==> src/rtl/carbon_arch_pkg.sv <==
// Shared architectural constants and types for the CarbonZ80 tier/mode-stack logic.
package carbon_arch_pkg;

  localparam logic [7:0] CARBON_Z80_DERIVED_TIER_P0_I8080 = 8'd0;
  localparam logic [7:0] CARBON_Z80_DERIVED_TIER_P1_I8085 = 8'd1;
  localparam logic [7:0] CARBON_Z80_DERIVED_TIER_P2_Z80   = 8'd2;

  localparam logic [31:0] CARBON_CAUSE_MODEUP_INVALID      = 32'h0000_0012;
  localparam logic [31:0] CARBON_CAUSE_MODESTACK_OVERFLOW  = 32'h0000_0013;
  localparam logic [31:0] CARBON_CAUSE_RETMD_UNDERFLOW     = 32'h0000_0014;

  localparam int CARBON_PC_W = 16;

  typedef enum logic {
    MD_MODEUP = 1'b0,
    MD_RETMD  = 1'b1
  } carbon_md_op_e;

  typedef struct packed {
    logic [7:0]             tier;
    logic [CARBON_PC_W-1:0] pc;
  } carbon_md_entry_t;

  typedef enum logic [1:0] {
    ST_IDLE = 2'd0,
    ST_EXEC = 2'd1,
    ST_RESP = 2'd2
  } carbon_md_state_e;

endpackage

==> src/rtl/carbon_mode_tier_ctrl_if.sv <==
// Request/response channel between execute and the tier controller.
interface carbon_mode_tier_ctrl_if #(
  parameter int PC_W = 16
);
  logic            req_valid;
  logic            req_ready;
  logic            req_op;
  logic [7:0]      req_tier;
  logic [PC_W-1:0] req_ret_pc;
  logic            rsp_valid;
  logic            rsp_ready;
  logic            rsp_ok;
  logic [PC_W-1:0] rsp_pc;
  logic [31:0]     rsp_cause;

  modport master (
    output req_valid, req_op, req_tier, req_ret_pc, rsp_ready,
    input  req_ready, rsp_valid, rsp_ok, rsp_pc, rsp_cause
  );

  modport slave (
    input  req_valid, req_op, req_tier, req_ret_pc, rsp_ready,
    output req_ready, rsp_valid, rsp_ok, rsp_pc, rsp_cause
  );
endinterface

==> src/rtl/carbon_mode_stack.sv <==
// DEPTH-entry LIFO of {previous tier, return PC} with a registered top entry,
// so the controller can read the entry to restore without a memory read path.
module carbon_mode_stack #(
  parameter int DEPTH = 4,
  parameter int PC_W  = 16
) (
  input  logic                       clk,
  input  logic                       rst_n,
  input  logic                       push,
  input  logic                       pop,
  input  logic [7:0]                 push_tier,
  input  logic [PC_W-1:0]            push_pc,
  output logic                       full,
  output logic                       empty,
  output logic [$clog2(DEPTH+1)-1:0] sp,
  output logic [7:0]                 top_tier,
  output logic [PC_W-1:0]            top_pc
);
  localparam int SP_W  = $clog2(DEPTH+1);
  localparam int IDX_W = (DEPTH > 1) ? $clog2(DEPTH) : 1;

  logic [7:0]      tier_mem [DEPTH];
  logic [PC_W-1:0] pc_mem   [DEPTH];
  logic            do_push;
  logic            do_pop;

  assign full    = (sp == SP_W'(DEPTH));
  assign empty   = (sp == '0);
  assign do_push = push && !full;
  assign do_pop  = pop && !empty;

  // Stack pointer: saturates at both ends, never wraps.
  always_ff @(posedge clk or negedge rst_n) begin
    if (!rst_n) begin
      sp <= '0;
    end else if (do_push) begin
      sp <= sp + SP_W'(1);
    end else if (do_pop) begin
      sp <= sp - SP_W'(1);
    end
  end

  // Entry storage: written at the current pointer on push.
  always_ff @(posedge clk) begin
    if (do_push) begin
      tier_mem[IDX_W'(sp)] <= push_tier;
      pc_mem[IDX_W'(sp)]   <= push_pc;
    end
  end

  // Top-of-stack copy: follows a push directly, or reloads the entry below on pop.
  always_ff @(posedge clk) begin
    if (do_push) begin
      top_tier <= push_tier;
      top_pc   <= push_pc;
    end else if (do_pop && (sp > SP_W'(1))) begin
      top_tier <= tier_mem[IDX_W'(sp - SP_W'(2))];
      top_pc   <= pc_mem[IDX_W'(sp - SP_W'(2))];
    end
  end

endmodule

==> src/rtl/carbon_mode_tier_ctrl.sv <==
// Tier CSR and mode-stack controller: accepts MODEUP/RETMD, validates the
// target tier, updates tier and LIFO, and returns completion or trap cause.
module carbon_mode_tier_ctrl
  import carbon_arch_pkg::*;
#(
  parameter int DEPTH      = 4,
  parameter int MAX_TIER   = 2,
  parameter int RESET_TIER = 0,
  parameter int PC_W       = 16
) (
  input  logic                       clk,
  input  logic                       rst_n,
  carbon_mode_tier_ctrl_if.slave     bus,
  output logic [7:0]                 tier_o,
  output logic [$clog2(DEPTH+1)-1:0] md_sp_o
);
  localparam int SP_W = $clog2(DEPTH+1);

  carbon_md_state_e state, state_nxt;

  carbon_md_op_e   op_q;
  logic [7:0]      tier_q;
  logic [PC_W-1:0] pc_q;

  logic            accept;
  logic            push, pop, full, empty;
  logic [7:0]      top_tier;
  logic [PC_W-1:0] top_pc;
  logic [SP_W-1:0] sp;

  logic            ex_ok;
  logic [31:0]     ex_cause;
  logic [7:0]      ex_tier;
  logic [PC_W-1:0] ex_pc;

  logic            rsp_valid_r;
  logic            rsp_ok_r;
  logic [PC_W-1:0] rsp_pc_r;
  logic [31:0]     rsp_cause_r;

  assign accept        = bus.req_valid && bus.req_ready;
  assign bus.req_ready = (state == ST_IDLE);
  assign bus.rsp_valid = rsp_valid_r;
  assign bus.rsp_ok    = rsp_ok_r;
  assign bus.rsp_pc    = rsp_pc_r;
  assign bus.rsp_cause = rsp_cause_r;
  assign md_sp_o       = sp;

  carbon_mode_stack #(.DEPTH(DEPTH), .PC_W(PC_W)) u_stack (
    .clk       (clk),
    .rst_n     (rst_n),
    .push      (push),
    .pop       (pop),
    .push_tier (tier_o),
    .push_pc   (pc_q),
    .full      (full),
    .empty     (empty),
    .sp        (sp),
    .top_tier  (top_tier),
    .top_pc    (top_pc)
  );

  // FSM state register.
  always_ff @(posedge clk or negedge rst_n) begin
    if (!rst_n) state <= ST_IDLE;
    else        state <= state_nxt;
  end

  // Request capture: fields are frozen on the accept edge only.
  always_ff @(posedge clk) begin
    if (accept) begin
      op_q   <= carbon_md_op_e'(bus.req_op);
      tier_q <= bus.req_tier;
      pc_q   <= bus.req_ret_pc;
    end
  end

  // Next state and EXEC-cycle evaluation; faults leave tier and stack untouched.
  always_comb begin
    state_nxt = state;
    push      = 1'b0;
    pop       = 1'b0;
    ex_ok     = 1'b0;
    ex_cause  = 32'h0;
    ex_tier   = tier_o;
    ex_pc     = '0;
    case (state)
      ST_IDLE: if (accept) state_nxt = ST_EXEC;
      ST_EXEC: begin
        state_nxt = ST_RESP;
        if (op_q == MD_MODEUP) begin
          if ((tier_q <= tier_o) || (tier_q > 8'(MAX_TIER))) begin
            ex_cause = CARBON_CAUSE_MODEUP_INVALID;
          end else if (full) begin
            ex_cause = CARBON_CAUSE_MODESTACK_OVERFLOW;
          end else begin
            push    = 1'b1;
            ex_ok   = 1'b1;
            ex_tier = tier_q;
            ex_pc   = pc_q;
          end
        end else begin
          if (empty) begin
            ex_cause = CARBON_CAUSE_RETMD_UNDERFLOW;
          end else begin
            pop     = 1'b1;
            ex_ok   = 1'b1;
            ex_tier = top_tier;
            ex_pc   = top_pc;
          end
        end
      end
      ST_RESP: if (bus.rsp_ready) state_nxt = ST_IDLE;
      default: state_nxt = ST_IDLE;
    endcase
  end

  // Tier CSR and response registers: loaded at the end of EXEC, held through RESP.
  always_ff @(posedge clk or negedge rst_n) begin
    if (!rst_n) begin
      tier_o      <= 8'(RESET_TIER);
      rsp_valid_r <= 1'b0;
      rsp_ok_r    <= 1'b0;
      rsp_pc_r    <= '0;
      rsp_cause_r <= 32'h0;
    end else if (state == ST_EXEC) begin
      tier_o      <= ex_tier;
      rsp_valid_r <= 1'b1;
      rsp_ok_r    <= ex_ok;
      rsp_pc_r    <= ex_pc;
      rsp_cause_r <= ex_cause;
    end else if ((state == ST_RESP) && bus.rsp_ready) begin
      rsp_valid_r <= 1'b0;
    end
  end

endmodule
==> src/flat_wrapper.sv <==
// flat-port wrapper written by rule: the top's interface ports become plain ports
module carbon_mode_tier_ctrl_flat import carbon_arch_pkg::*;
#(
  parameter int DEPTH      = 4,
  parameter int MAX_TIER   = 2,
  parameter int RESET_TIER = 0,
  parameter int PC_W       = 16
)
  (clk, rst_n, tier_o, md_sp_o, bus_req_valid, bus_req_op, bus_req_tier, bus_req_ret_pc, bus_rsp_ready, bus_req_ready, bus_rsp_valid, bus_rsp_ok, bus_rsp_pc, bus_rsp_cause);
  carbon_mode_tier_ctrl_if #(.PC_W(PC_W)) bus_i ();
  input  logic clk;
  input  logic rst_n;
  output logic [7:0] tier_o;
  output logic [$clog2(DEPTH+1)-1:0] md_sp_o;
  input wire logic [$bits(bus_i.req_valid)-1:0] bus_req_valid;
  input wire logic [$bits(bus_i.req_op)-1:0] bus_req_op;
  input wire logic [$bits(bus_i.req_tier)-1:0] bus_req_tier;
  input wire logic [$bits(bus_i.req_ret_pc)-1:0] bus_req_ret_pc;
  input wire logic [$bits(bus_i.rsp_ready)-1:0] bus_rsp_ready;
  output wire logic [$bits(bus_i.req_ready)-1:0] bus_req_ready;
  output wire logic [$bits(bus_i.rsp_valid)-1:0] bus_rsp_valid;
  output wire logic [$bits(bus_i.rsp_ok)-1:0] bus_rsp_ok;
  output wire logic [$bits(bus_i.rsp_pc)-1:0] bus_rsp_pc;
  output wire logic [$bits(bus_i.rsp_cause)-1:0] bus_rsp_cause;
  assign bus_i.req_valid = bus_req_valid;
  assign bus_i.req_op = bus_req_op;
  assign bus_i.req_tier = bus_req_tier;
  assign bus_i.req_ret_pc = bus_req_ret_pc;
  assign bus_i.rsp_ready = bus_rsp_ready;
  assign bus_req_ready = bus_i.req_ready;
  assign bus_rsp_valid = bus_i.rsp_valid;
  assign bus_rsp_ok = bus_i.rsp_ok;
  assign bus_rsp_pc = bus_i.rsp_pc;
  assign bus_rsp_cause = bus_i.rsp_cause;
  carbon_mode_tier_ctrl #(.DEPTH(DEPTH), .MAX_TIER(MAX_TIER), .RESET_TIER(RESET_TIER), .PC_W(PC_W)) u_core (.clk(clk), .rst_n(rst_n), .bus(bus_i), .tier_o(tier_o), .md_sp_o(md_sp_o));
endmodule
==> config.mk <==
export PLATFORM = sky130hd
export DESIGN_NAME = carbon_mode_tier_ctrl_flat
export DESIGN_NICKNAME = d
export VERILOG_FILES = /design/src/rtl/carbon_arch_pkg.sv /design/src/rtl/carbon_mode_tier_ctrl_if.sv /design/src/rtl/carbon_mode_stack.sv /design/src/rtl/carbon_mode_tier_ctrl.sv /design/src/flat_wrapper.sv
export SDC_FILE = /design/constraint.sdc
export NUM_CORES = 1
export LEC_CHECK = 0
export CORE_ASPECT_RATIO = 0.8
export CORE_MARGIN = 3
export CORE_UTILIZATION = 40
export CTS_CLUSTER_SIZE = 16
export DETAILED_ROUTE_END_ITERATION = 8
export GPL_TIMING_DRIVEN = 0
export MAX_ROUTING_LAYER = met4
export SLEW_MARGIN = 20
export SYNTH_ARGS = -nofsm -noshare
export SYNTH_HDL_FRONTEND = slang
export SYNTH_SLANG_ARGS = --single-unit
==> constraint.sdc <==
create_clock -name clk -period 3.85 [get_ports clk]
set_input_delay 0.77 -clock clk [delete_from_list [all_inputs] [get_ports clk]]
set_output_delay 0.77 -clock clk [all_outputs]
set_load 0.005 [all_outputs]
* Word level (Yosys, flattened, before mapping)
Memories as Yosys holds them, arrays and structs flattened.
Cells that the tools add are included.
** Operators by class
- $add $sub $neg :: 3
- Order comparisons :: 3
- Eq/ne operators :: 8
- Multiplexer cells :: 33
- Reductions and logical operators :: 15
** Operator list (number)
- $mux W16 :: 6
- $mux W32 :: 2
- $mux W8 :: 6
- $mux W1 :: 12
- $mux W5 :: 2
- $gt A8 B2 Y1 const B :: 1
- $le A8 B8 Y1 :: 1
- $mux W3 :: 2
- $ne A2 B2 Y1 const B :: 3
- $pmux W2 S3 :: 1
- $reduce_bool A2 Y1 :: 3
- $logic_and A1 B1 Y1 :: 5
- $mux W2 :: 2
- $ne A2 B1 Y1 const B :: 2
- $reduce_and A4 Y1 :: 1
- $add A3 B1 Y3 const B :: 1
- $eq A3 B3 Y1 const B :: 1
- $gt A3 B1 Y1 const B :: 1
- $logic_not A3 Y1 :: 1
- $sub A3 B1 Y3 const B :: 1
- $eq A2 B1 Y1 const B :: 1
- $eq A2 B2 Y1 const B :: 1
- $logic_not A1 Y1 :: 2
- $logic_not A2 Y1 :: 1
- 3 further kinds :: 3
** Word-level totals
- Register bits :: 112
- Memory bits (writable) :: 96
- Bits of input ports :: 29
- Output and inout port bits :: 62
- Word-level logic and storage cells :: 76
- Memories kept :: 2
** Memory list
- u_core.u_stack.pc_mem :: words 4, width 16, read ports 1, clocked after Yosys merged registers in 0, write ports 1, line carbon_mode_stack.sv:23 : logic [PC_W-1:0] pc_mem [DEPTH];
- u_core.u_stack.tier_mem :: words 4, width 8, read ports 1, clocked after Yosys merged registers in 0, write ports 1, line carbon_mode_stack.sv:22 : logic [7:0] tier_mem [DEPTH];

* Longest topological paths before layout
- Depth in word-level cells :: 8
- Mapped depth :: 10
- Depth with buffers taken out :: 7

* Cells and area by module
A second synthesis with hierarchy kept.
** Unflattened totals
- Cell total of the unflattened synthesis :: 473
- Area, all modules :: 7633.6 µm²
** Modules (own cells, without submodules)
- carbon_mode_stack :: times used 1, cells an instance 215, area an instance 4809.6 µm², sequential area each 3678.5 µm²
- carbon_mode_tier_ctrl :: times used 1, cells an instance 258, area an instance 2824.0 µm², sequential area each 1551.5 µm²

* Worst setup path before layout
No wires, ideal clock.
- Kind :: flip-flop to flip-flop
- Start point :: reg u_core.u_stack.sp[1]
- End point :: reg u_core.u_stack.top_pc[0] (enable)
- Library setup time :: 0.439 ns
- Arrival :: 3.547 ns
- Required time :: 3.411 ns
- Setup slack :: -0.136 ns
- Stages on the path, launching flop included :: 8
- Path buffers :: 2
- Clock period less this slack :: 3.986 ns
- Cell sequence :: dfrtp_1 -> clkbuf_1 -> clkbuf_1 -> inv_1 -> ha_1 -> nand2_1 -> nand3b_1 -> o21ai_0
** Between the ends
- Cells in the longest elaborated chain, start to end :: 7
- Elaborated cells on any way between the ends :: 16
- Those cells by class :: order compare (1); eq/ne (1); mux (7); reduce/logical (7)
** RTL lines
- start: declaration :: line carbon_mode_stack.sv:15 : output logic [$clog2(DEPTH+1)-1:0] sp,
- start signal: assignment :: line carbon_mode_stack.sv:37 : sp <= sp + SP_W'(1);
- start signal: assignment :: line carbon_mode_stack.sv:39 : sp <= sp - SP_W'(1);
- $eq A3 B3 Y1 or $logic_not A3 Y1 (tied branches) :: line carbon_mode_stack.sv:27, carbon_mode_stack.sv:28
- $mux W1, on equally long branches :: line carbon_mode_tier_ctrl.sv:94, carbon_mode_tier_ctrl.sv:103
- $mux W1, on equally long branches :: line carbon_mode_tier_ctrl.sv:92, carbon_mode_tier_ctrl.sv:91
- $mux W1, on equally long branches :: line carbon_mode_tier_ctrl.sv:91, carbon_mode_tier_ctrl.sv:87
- $mux W1 or $logic_and A1 B1 Y1 (tied branches) :: line carbon_mode_tier_ctrl.sv:87, carbon_mode_stack.sv:30
- $logic_and A1 B1 Y1, on equally long branches :: line carbon_mode_stack.sv:29, carbon_mode_stack.sv:56
- $reduce_bool A2 Y1 (no line) (*)
- end signal: assignment :: line carbon_mode_stack.sv:55 : top_pc <= push_pc;
- end signal: assignment :: line carbon_mode_stack.sv:58 : top_pc <= pc_mem[IDX_W'(sp - SP_W'(2))];
- end: declaration :: line carbon_mode_stack.sv:17 : output logic [PC_W-1:0] top_pc
Mark *: on every way between the ends. The rest lies on a longest branch, timed or not.
A chain may end at the register's enable or synchronous reset.

* Worst setup path in the final report
- Start point :: reg u_core.u_stack.sp[0]
- End point :: mem u_core.u_stack.pc_mem[2][14] (enable)
** Between the ends
- Cells in the longest elaborated chain, start to end :: 8
- Elaborated cells on any way between the ends :: 9
- Those cells by class :: eq/ne (1); mux (6); reduce/logical (2)
** RTL lines
- $eq A3 B3 Y1 :: line carbon_mode_stack.sv:27 : assign full = (sp == SP_W'(DEPTH));
- $mux W1 :: line carbon_mode_tier_ctrl.sv:94 : end else if (full) begin
- $mux W1 :: line carbon_mode_tier_ctrl.sv:92 : if ((tier_q <= tier_o) || (tier_q > 8'(MAX_TIER))) begin
- $mux W1 :: line carbon_mode_tier_ctrl.sv:91 : if (op_q == MD_MODEUP) begin
- $mux W1 :: line carbon_mode_tier_ctrl.sv:87 : case (state)
- $logic_and A1 B1 Y1 :: line carbon_mode_stack.sv:29 : assign do_push = push && !full;
- $mux W1 :: line carbon_mode_stack.sv:45 : if (do_push) begin
- $mux W1 (implied by the code) :: line carbon_mode_stack.sv:47 : pc_mem[IDX_W'(sp)] <= push_pc;
- end: declaration :: line carbon_mode_stack.sv:23
Parallel ways exist; a longest one is shown, timed or not.

==> results.json <==
{
  "rows": 43,
  "startpoint_type": "register",
  "drtPass1Iterations": 4,
  "finish.instance_area_um2": 9160,
  "avgRoutedWirePerCell_um": 19.7,
  "r2r_cells": 9,
  "dp_hpwl_um": 9590,
  "cts_buffers": 17,
  "start_util": 0.419,
  "drt_iter0_drc": 283,
  "multi_input_area_um2": 1960,
  "avgSynthCellArea_um2": 18.4,
  "worst_path_largest_cell_delay_ns": 0.45,
  "cts_tree": "built",
  "drive_gt1_frac": 0.246,
  "timing.final.ws_setup_ns": 0.281,
  "cp-end-kind": "register",
  "pwr-share-seq": 0.441,
  "io_buffers": 62,
  "area_delta_synth_final_pct": 23.2,
  "grt_overflow": 0,
  "clk_pin_slew_ns": 0.07,
  "die_w_um": 158,
  "netlist_instances": 405,
  "viasPerCell": 5.00,
  "fin_worst_skew_ns": 0.0119,
  "die_area_um2": 20300,
  "ys_seq_area_frac": 0.703,
  "crit_chain": "buf_2 > buf_2 > inv_1 > ha_1 > nand2_1 > nand3b_1 > nor2_8 > buf_4 > and2_4",
  "crit_path_max_fanout": 24,
  "regArea_um2": 5230,
  "irDropWorstVdd_uv": 266,
  "cpMaxStageDelayCell": "and2_4",
  "cts_setup_buffers": 0,
  "diodes": 0,
  "power.density_nw_per_um2": 693,
  "n_fill_cell": 1452,
  "vias": 3767,
  "totalWireLength_um": 14900,
  "io_pins": 91,
  "die_y_um": 128,
  "pwr-share-comb": 0.266,
  "yosysWarnings": 0,
  "critPathArrivalTime_ns": 3.64,
  "dpl-instance-area_um2": 8530,
  "cts-root-buf": "clkbuf_16",
  "cp_common_cell": "buf_2",
  "hp-class": "in2async",
  "clock_path_buffers": 2,
  "max_cap_violations": 0,
  "dp_worst_setup_slack_ns": -0.351,
  "grt_pass1_wl_um": 22900,
  "outcome": "completed",
  "grt_pass1_vias": 3888,
  "synth_area_um2": 7440,
  "min_period_ns": 3.57,
  "ctsHtreeMaxLevel": 4,
  "final_hold_viol_count": 0,
  "placed_cells": 722,
  "drc_errors": 0,
  "fp.coreArea_um2": 17800,
  "clk_latency_ns": 0.43,
  "stdcell_count": 754,
  "grt_max_degree": 26,
  "rsz0062_at_grt": "no",
  "ys_types": 40,
  "grtUsageTotal": 0.160,
  "slew-limit-headroom": 0.472,
  "antenna_found_initial": 0,
  "leakage_nw": 3.55,
  "gp_congestion": 0.795,
  "switchingPower_mw": 1.74,
  "cts.sinks": 180,
  "power_switching_share": 0.274,
  "required_ns": 3.92,
  "final_cell_mix": "edfxtp_1 (145), clkdlybuf4s50_1 (61), dfrtp_1 (35)",
  "p_int_mw": 4.60,
  "clkPwrFrac": 0.293,
  "setup_viol": 0,
  "path_class": "reg2reg",
  "worst_pin_slew_ns": 0.792,
  "drv_slew": 0,
  "ant_nets": 0,
  "post-route-period-util": 0.927,
  "synth.ff_latch_count": 180,
  "layout_commonest_cell": "edfxtp_1",
  "nNetsFinal": 558,
  "max_freq_ghz": 0.280
}
worst paths after layout:
check	end	slack, ns	start
max in group asynchronous	u_core.tier_o[1]$_DFFE_PN0P_	3.11	rst_n
setup reg to reg	u_core.u_stack.pc_mem[2][14]$_DFFE_PP_	0.28	u_core.u_stack.sp[0]$_DFFE_PN0P_
hold / removal	u_core.bus.rsp_pc[15]$_DFFE_PN0P_	0.26	rst_n
hold reg to reg	u_core.bus.rsp_ok$_DFFE_PN0P_	0.49	u_core.bus.rsp_ok$_DFFE_PN0P_
setup / recovery	u_core.u_stack.pc_mem[2][14]$_DFFE_PP_	0.28	u_core.u_stack.sp[0]$_DFFE_PN0P_
min in group clk	u_core.bus.rsp_ok$_DFFE_PN0P_	0.49	u_core.bus.rsp_ok$_DFFE_PN0P_
synthesized netlist by cell type, drive strengths merged:
cell     instances  share of area
a21oi            6         0.0040
nand3b           1         0.0010
xor2             1         0.0012
nand4            2         0.0017
o31ai            2         0.0020
o211a            1         0.0013
a2bb2oi          1         0.0012
mux4            24          0.073
nor4             1         0.0017
a22o            17          0.020
and3             1        0.00084
a21o            17          0.017
a311o            1         0.0013
nor2             8         0.0062
clkbuf           9         0.0045
nor3             1        0.00067
o21a             1         0.0010
nand2b           2         0.0017
o41ai            1         0.0012
ha              13          0.022
inv             12         0.0061
dfrtp           35           0.12
xnor2            1         0.0012
nand2            8         0.0040
o211ai           2         0.0020
and2             5         0.0042
mux2i           14          0.019
nor2b            2         0.0017
a211oi           1         0.0010
o21ai            6         0.0040
o21bai           1         0.0015
mux2            25          0.048
edfxtp         145           0.59
conb             1        0.00050
buf             37          0.041
logic make-up (layout without fill, tap and decap cells):
| family | after synthesis | after routing | synth area share |
|---|---|---|---|
| compound gates | 57 | 57 | 0.0579 |
| xor+xnor | 2 | 2 | 0.00235 |
| fa+ha+maj | 13 | 13 | 0.0219 |
| buf+inv | 58 | 155 | 0.0513 |
| flops | 180 | 180 | 0.703 |
| mux | 63 | 63 | 0.139 |
| other cells | 1 | 28 | 0.000504 |
| simple gates | 31 | 31 | 0.0237 |
layout make-up:
type                       instances  area share
sequential                       180       0.571
multi-input combinational        194       0.214
timing repair buffer              65      0.0740
clock buffer                      20      0.0477
buffer                            46      0.0370
tap                              225      0.0307
clock inverter                    12      0.0209
inverter                          12     0.00492
routing by layer:
layer	track usage	wire length (um)	vias up
li1	-	-	1737
met1	0.220	6780	1916
met2	0.236	7030	106
met3	0.0418	964	8
met4	0.0470	82	0
met5	-	0	-
critical path, delay by kind of cell, from the launching register on:
kind                       cells  cell delay, ns
DFF                            1            0.44
adders and majority gates      1            0.30
buffers and inverters          4            1.16
and+or+nand+nor                4            1.31
metrics by stage:
stage / power (mW) / hold WS (ns) / util / setup TNS, ns
2_1_floorplan: 3.80 / 0.467 / - / 0
3_3_place_gp: 4.49 / 0.469 / 0.476 / -99.84
3_5_place_dp: 4.56 / 0.479 / 0.480 / -24.49
4_1_cts: 6.43 / 0.240 / 0.516 / 0
5_1_grt: 6.69 / 0.246 / 0.516 / 0
6_report: 6.35 / 0.257 / 0.516 / 0
power groups by stage:
stage | Clock [mW] | Sequential (mW) | Combinational, mW
after floorplan | 0 | 2.75 | 1.04
after detailed placement | 0 | 2.84 | 1.71
after CTS | 1.90 | 2.81 | 1.72
after global routing | 1.98 | 2.85 | 1.87
after global placement | 0 | 2.83 | 1.66
final | 1.86 | 2.80 | 1.69
repair_timing:
action                                  4_1_cts  5_1_grt
hold buffers                                  0        0
endpoints found under the setup margin      102       72
resized for setup                             4        2
registers in the layout, summed over array words and instances (netlist names):
signal	cells
u_core.bus.rsp_cause	4
u_core.u_stack.top_tier	8
u_core.u_stack.tier_mem	32
u_core.u_stack.sp	3
u_core.bus.rsp_valid	1
u_core.tier_o	8
u_core.op_q	1
u_core.pc_q	16
u_core.u_stack.pc_mem	64
u_core.state	2
u_core.bus.rsp_pc	16
u_core.bus.rsp_ok	1
u_core.u_stack.top_pc	16
u_core.tier_q	8
(Power assumes the default switching activity.)
